--- config.mk ---
export PLATFORM = sky130hd
export DESIGN_NAME = opcode_match_unit_flat
export DESIGN_NICKNAME = d
export VERILOG_FILES = /design/src/rtl/opcode_match_unit_if.sv /design/src/rtl/opcode_match_unit.sv /design/src/flat_wrapper.sv
export SDC_FILE = /design/constraint.sdc
export NUM_CORES = 1
export LEC_CHECK = 0
export CAP_MARGIN = 20
export CORE_AREA = 10 10 116 118
export CTS_BUF_LIST = sky130_fd_sc_hd__clkbuf_4
export CTS_CLUSTER_SIZE = 10
export DETAILED_ROUTE_END_ITERATION = 8
export DIE_AREA = 0 0 126 128
export HOLD_SLACK_MARGIN = 0.08
export PLACE_DENSITY = 0.83
export SLEW_MARGIN = 20
export SYNTH_ARGS = -nofsm -noshare
export SYNTH_HDL_FRONTEND = slang
export SYNTH_SLANG_ARGS = --single-unit
--- constraint.sdc ---
create_clock -name clk -period 1.8 [get_ports clk]
set_input_delay 0.18 -clock clk [delete_from_list [all_inputs] [get_ports clk]]
set_output_delay 0.18 -clock clk [all_outputs]
set_load 0.02 [all_outputs]
--- src/rtl/opcode_match_unit_if.sv ---
// opcode_match_unit_if: instruction, configuration and hit-report bundle for opcode_match_unit.
// master drives instructions, configuration and counter control; slave is the matcher.
interface opcode_match_unit_if #(
   parameter int WIDTH = 16,
   parameter int NPAT  = 4,
   parameter int CNTW  = 8
);
   localparam int SW = $clog2(NPAT);
   logic [WIDTH-1:0] i_instr;
   logic             i_valid;
   logic             i_cfg_we;
   logic [SW-1:0]    i_cfg_sel;
   logic [WIDTH-1:0] i_cfg_val;
   logic [WIDTH-1:0] i_cfg_mask;
   logic             i_cfg_en;
   logic [NPAT-1:0]  o_hit;
   logic             o_hit_valid;
   logic             o_any_hit;
   logic [SW-1:0]    o_hit_idx;
   logic [SW-1:0]    i_cnt_sel;
   logic             i_cnt_clr;
   logic [CNTW-1:0]  o_cnt;
   modport master (
      output i_instr, i_valid, i_cfg_we, i_cfg_sel, i_cfg_val, i_cfg_mask, i_cfg_en,
      output i_cnt_sel, i_cnt_clr,
      input  o_hit, o_hit_valid, o_any_hit, o_hit_idx, o_cnt
   );
   modport slave (
      input  i_instr, i_valid, i_cfg_we, i_cfg_sel, i_cfg_val, i_cfg_mask, i_cfg_en,
      input  i_cnt_sel, i_cnt_clr,
      output o_hit, o_hit_valid, o_any_hit, o_hit_idx, o_cnt
   );
endinterface

--- src/rtl/opcode_match_unit.sv ---
// opcode_match_unit: masked multi-channel opcode matcher with one-cycle registered hit report.
// Defining OPCODE_MATCH_HIT_COUNT_EN adds per-channel saturating hit counters.
module opcode_match_unit #(
   parameter int WIDTH = 16,
   parameter int NPAT  = 4,
   parameter int CNTW  = 8
) (
   input logic clk,
   input logic rst,
   opcode_match_unit_if.slave bus
);
   localparam int SW = $clog2(NPAT);
   logic [WIDTH-1:0] r_val  [NPAT];
   logic [WIDTH-1:0] r_mask [NPAT];
   logic [NPAT-1:0]  r_en;
   logic [NPAT-1:0]  r_hit;
   logic             r_hit_valid;
   logic             r_any_hit;
   logic [SW-1:0]    r_hit_idx;
   logic [NPAT-1:0]  w_match;
   logic [SW-1:0]    w_idx;
   logic             w_cfg_ok;
   assign w_cfg_ok = 32'(bus.i_cfg_sel) < NPAT;
   // Channel 0 comes out of reset decoding MOVI (low byte 0x02).
   always_ff @(posedge clk) begin
      if (rst) begin
         for (int k = 0; k < NPAT; k++) begin
            r_val[k]  <= (k == 0) ? WIDTH'(16'h0002) : '0;
            r_mask[k] <= (k == 0) ? WIDTH'(16'h00FF) : '0;
            r_en[k]   <= (k == 0);
         end
      end else if (bus.i_cfg_we && w_cfg_ok) begin
         r_val[bus.i_cfg_sel]  <= bus.i_cfg_val;
         r_mask[bus.i_cfg_sel] <= bus.i_cfg_mask;
         r_en[bus.i_cfg_sel]   <= bus.i_cfg_en;
      end
   end
   always_comb begin
      w_match = '0;
      for (int k = 0; k < NPAT; k++)
         w_match[k] = r_en[k] && (((bus.i_instr ^ r_val[k]) & r_mask[k]) == '0);
   end
   always_comb begin
      w_idx = '0;
      for (int k = NPAT - 1; k >= 0; k--)
         if (w_match[k]) w_idx = SW'(k);
   end
   always_ff @(posedge clk) begin
      if (rst || !bus.i_valid) begin
         r_hit     <= '0;
         r_any_hit <= 1'b0;
         r_hit_idx <= '0;
      end else begin
         r_hit     <= w_match;
         r_any_hit <= |w_match;
         r_hit_idx <= w_idx;
      end
      r_hit_valid <= !rst && bus.i_valid;
   end
   assign bus.o_hit       = r_hit;
   assign bus.o_hit_valid = r_hit_valid;
   assign bus.o_any_hit   = r_any_hit;
   assign bus.o_hit_idx   = r_hit_idx;
`ifdef OPCODE_MATCH_HIT_COUNT_EN
   logic [CNTW-1:0] r_cnt [NPAT];
   // Clear beats a coincident increment on the same channel.
   always_ff @(posedge clk) begin
      for (int k = 0; k < NPAT; k++) begin
         if (rst || (bus.i_cnt_clr && 32'(bus.i_cnt_sel) == k))
            r_cnt[k] <= '0;
         else if (r_hit[k] && r_cnt[k] != '1)
            r_cnt[k] <= r_cnt[k] + 1'b1;
      end
   end
   assign bus.o_cnt = (32'(bus.i_cnt_sel) < NPAT) ? r_cnt[bus.i_cnt_sel] : '0;
`else
   logic w_unused;
   assign w_unused  = ^{bus.i_cnt_sel, bus.i_cnt_clr};
   assign bus.o_cnt = '0;
`endif
endmodule

--- src/flat_wrapper.sv ---
// flat-port wrapper written by rule: the top's interface ports become plain ports
module opcode_match_unit_flat 
#(
   parameter int WIDTH = 16,
   parameter int NPAT  = 4,
   parameter int CNTW  = 8
)
  (clk, rst, bus_i_instr, bus_i_valid, bus_i_cfg_we, bus_i_cfg_sel, bus_i_cfg_val, bus_i_cfg_mask, bus_i_cfg_en, bus_i_cnt_sel, bus_i_cnt_clr, bus_o_hit, bus_o_hit_valid, bus_o_any_hit, bus_o_hit_idx, bus_o_cnt);
  opcode_match_unit_if #(.WIDTH(WIDTH), .NPAT(NPAT), .CNTW(CNTW)) bus_i ();
  input logic clk;
  input logic rst;
  input wire logic [$bits(bus_i.i_instr)-1:0] bus_i_instr;
  input wire logic [$bits(bus_i.i_valid)-1:0] bus_i_valid;
  input wire logic [$bits(bus_i.i_cfg_we)-1:0] bus_i_cfg_we;
  input wire logic [$bits(bus_i.i_cfg_sel)-1:0] bus_i_cfg_sel;
  input wire logic [$bits(bus_i.i_cfg_val)-1:0] bus_i_cfg_val;
  input wire logic [$bits(bus_i.i_cfg_mask)-1:0] bus_i_cfg_mask;
  input wire logic [$bits(bus_i.i_cfg_en)-1:0] bus_i_cfg_en;
  input wire logic [$bits(bus_i.i_cnt_sel)-1:0] bus_i_cnt_sel;
  input wire logic [$bits(bus_i.i_cnt_clr)-1:0] bus_i_cnt_clr;
  output wire logic [$bits(bus_i.o_hit)-1:0] bus_o_hit;
  output wire logic [$bits(bus_i.o_hit_valid)-1:0] bus_o_hit_valid;
  output wire logic [$bits(bus_i.o_any_hit)-1:0] bus_o_any_hit;
  output wire logic [$bits(bus_i.o_hit_idx)-1:0] bus_o_hit_idx;
  output wire logic [$bits(bus_i.o_cnt)-1:0] bus_o_cnt;
  assign bus_i.i_instr = bus_i_instr;
  assign bus_i.i_valid = bus_i_valid;
  assign bus_i.i_cfg_we = bus_i_cfg_we;
  assign bus_i.i_cfg_sel = bus_i_cfg_sel;
  assign bus_i.i_cfg_val = bus_i_cfg_val;
  assign bus_i.i_cfg_mask = bus_i_cfg_mask;
  assign bus_i.i_cfg_en = bus_i_cfg_en;
  assign bus_i.i_cnt_sel = bus_i_cnt_sel;
  assign bus_i.i_cnt_clr = bus_i_cnt_clr;
  assign bus_o_hit = bus_i.o_hit;
  assign bus_o_hit_valid = bus_i.o_hit_valid;
  assign bus_o_any_hit = bus_i.o_any_hit;
  assign bus_o_hit_idx = bus_i.o_hit_idx;
  assign bus_o_cnt = bus_i.o_cnt;
  opcode_match_unit #(.WIDTH(WIDTH), .NPAT(NPAT), .CNTW(CNTW)) u_core (.clk(clk), .rst(rst), .bus(bus_i));
endmodule
==> metrics.yaml <==
finish:
  layout.nets: 623
  antenna_cells: 0
  register_area_mm2: 0.00408
  area_growth_pct: 22.6
  multi_input_area_mm2: 0.00173
  drive_above_1_share_pct: 13.5
  nFillCells: 833
global_route:
  grt_overflow: 0
  grt_max_degree: 34
  antenna_found_initial: 0
  grt_pass1_vias: 4125
  grt_first_pass_wirelength_um: 20500
  grtUsageTotal_pct: 16.4
critical_path:
  crit_fanout: 2
  crit_family: "compound AO/OA/AOI/OAI gates"
  cp.arrival_ns: 2.23
  start_kind: "flop"
  cp_slowest_cell: "edfxtp_1"
  cp_cell_sequence: "xor2_1 -> a22oi_1 -> nand4_1 -> a2111oi_4 -> buf_4 -> o41a_1"
  r2r-start: "u_core.r_val[0][11]"
  endpoint_kind: "flop"
  crit_type: "flop to flop"
  path_buf_inv: 1
  critical-path-max-stage-delay_ns: 0.40
  required_ns: 2.29
  crit_path_start: "u_core.r_val[0][11]"
timing:
  setup_violations: 0
  max_freq_mhz: 573
  finalWorstSetupSlack_ns: 0.0563
  period_share_pct: 96.9
  finClkSkew_ns: 0.0206
  hold_viol_final: 0
  period_needed_ns: 1.74
  rsz0062_at_grt: "false"
  drv_slew: 0
clock_tree:
  insertion_delay_ns: 0.54
  cts_tree: "yes"
  cts_made_buffers: 17
  clk_pin_slew_ns: 0.12
  holdBufCountCts: 0
  htree_levels: 4
  cts_buffer_depth: 2
  numClockSinks: 140
  cts-root-buf: "clkbuf_4"
route:
  wl_per_cell_um: 18.3
  drt.antenna.violating_nets: 0
  post_drt_via_cell_ratio: 5.29
  met2_length_um: 6950
  wl_met3_um: 842
  routed_wirelength_um: 13200
  firstDrtPassIters: 5
  drc_errors: 0
  dr_total_vias: 3814
  wl_met1_um: 5210
  top_layer: "met4"
  drtIter0Drc: 347
floorplanning:
  die_y_um: 128
  start_util_pct: 53.4
  dieWidth_um: 126
  dieArea_mm2: 0.0161
  core-area_mm2: 0.0112
  io_pins: 74
  row_count: 39
logic_synthesis:
  synth_top_family_by_area: "simple AND/OR/NAND/NOR gates"
  synth_xor_area_share_pct: 9.35
  ys_seq_area_share_pct: 68.2
  yosys.area_share.simple_pct: 12.3
  yosys_warnings: 0
  syn_area_mm2: 0.00599
  synthAdderAreaFrac_pct: 0
  syn_avg_cell_area_um2: 12.9
  synth_cell_types: 31
  synthCells: 466
  synth_mux_area_share_pct: 0.501
  ys_ff_latch: 140
  synth_compound_area_share_pct: 5.64
job:
  drv_cap: 0
pwr:
  ir_drop_v: 0.000393
  power_mw: 6.63
  power_per_cell_area_mw_per_mm2: 902
  p_leak_nw: 2.89
place:
  gp_congestion: 0.789
  portBuffers: 62
  dp_hpwl_um: 9070
  place_ws_ns: -0.349
worst_hold_path:
  hp-class: "primary input to flop"
  hold_start: "bus_i_valid"
outcome:
  status: "completed"
-- path summary, 6_finish.rpt --
| path | slack (ns) | end | cells past startpoint |
|---|---|---|---|
| worst min-delay path | 0.28 | u_core.bus.o_hit_valid | 2 |
| worst max register to register | 0.06 | u_core.bus.o_any_hit | 6 |
| worst min register to register | 0.50 | u_core.r_en[0] | 1 |
| worst max-delay path | 0.06 | u_core.bus.o_any_hit | 6 |
-- cell type report --
cell class                 instances  area share, %
clock inverter                    12           1.62
timing repair buffer              96           13.1
multi-input combinational        278           23.5
clock buffer                      20           2.04
tap                              143           2.44
sequential                       140           55.6
inverter                          32           1.64
-- what timing repair did --
item                       in CTS  in global routing
setup buffers                   0                  0
resized for setup               0                  4
setup endpoints to repair       0                  6
-- power breakdown --
group / internal [mW] / switching (mW) / leakage [nW] / total [mW]
clock: 0.864 / 1.09 / 0.155 / 1.96
sequential: 3.79 / 0.0944 / 1.36 / 3.88
combinational: 0.345 / 0.441 / 1.38 / 0.786
total: 5.00 / 1.63 / 2.89 / 6.63
-- synth_stat cells --
cell type / number / share of area (%)
edfxtp_1: 128 / 64
nor2_1: 93 / 5.8
xor2_1: 64 / 9.4
nand2_1: 38 / 2.4
inv_1: 32 / 2.0
a22oi_1: 21 / 2.6
dfxtp_1: 12 / 4.0
clkbuf_1: 11 / 0.69
or3_1: 10 / 1.0
buf_4: 8 / 1.0
nand2b_1: 7 / 0.73
nand4_1: 6 / 0.63
a22oi_2: 4 / 0.84
and2_1: 4 / 0.42
buf_1: 4 / 0.25
a22o_1: 3 / 0.44
mux2i_1: 3 / 0.50
a2111oi_4: 2 / 0.92
nand3b_1: 2 / 0.25
nand4_2: 2 / 0.42
nor2b_1: 2 / 0.21
a2111oi_2: 1 / 0.25
a21o_1: 1 / 0.13
a21oi_1: 1 / 0.083
conb_1: 1 / 0.063
nand3_1: 1 / 0.083
nor3_1: 1 / 0.083
nor3_2: 1 / 0.17
o32a_1: 1 / 0.17
o41a_1: 1 / 0.19
or2_2: 1 / 0.10
-- metrics by stage --
stage	std cells	TNS [ns]	instance area, um^2	hold slack, ns	util, %
2_1_floorplan	473	0	6020	0.324	-
3_3_place_gp	689	-1.72	7050	0.454	62.8
3_5_place_dp	689	-2.09	7050	0.465	62.8
4_1_cts	721	0	7320	0.258	65.2
5_1_grt	721	0	7340	0.276	65.4
6_report	721	0	7340	0.279	65.4
-- sequential cells by signal (all words and copies together), names as in the netlist --
name	count
u_core.bus.o_any_hit	1
u_core.bus.o_hit	4
u_core.bus.o_hit_idx	2
u_core.bus.o_hit_valid	1
u_core.r_en	4
u_core.r_mask	64
u_core.r_val	64
-- worst register-to-register path: stages, from the launching register on --
cell and delay, ns:
edfxtp_1 0.40, xor2_1 0.16, a22oi_1 0.23, nand4_1 0.24, a2111oi_4 0.36, buf_4 0.17
o41a_1 0.14
-- cell families (layout without fill, tap and decap cells) --
| group | Yosys count | after routing |
|---|---|---|
| buffers and inverters | 55 | 160 |
| other | 1 | 8 |
| and+or+nand+nor | 168 | 168 |
| AOI/OAI and AO/OA | 35 | 35 |
| DFF | 140 | 140 |
| xor gates and xnor gates | 64 | 64 |
| muxes | 3 | 3 |
-- layer usage --
layer  vias up  track usage, %
met5         -               0
met4         0            6.56
met3        18            4.88
met2       133            29.1
met1      1871            18.2
li1       1792               -
-- cell usage in the layout, fill, tap and decap left out, drive strengths merged, types with 3 or more instances in the layout --
cell           instances
a22oi                 25
buf                   34
dfxtp                 12
nand4                  8
clkbuf                20
nand2b                 7
xor2                  64
conb                   8
clkdlybuf4s50         62
nand2                 38
a22o                   3
a2111oi                3
nor2                  93
inv                   37
or3                   10
clkinv                 5
mux2i                  3
and2                   4
edfxtp               128
(Power assumes the default switching activity.)
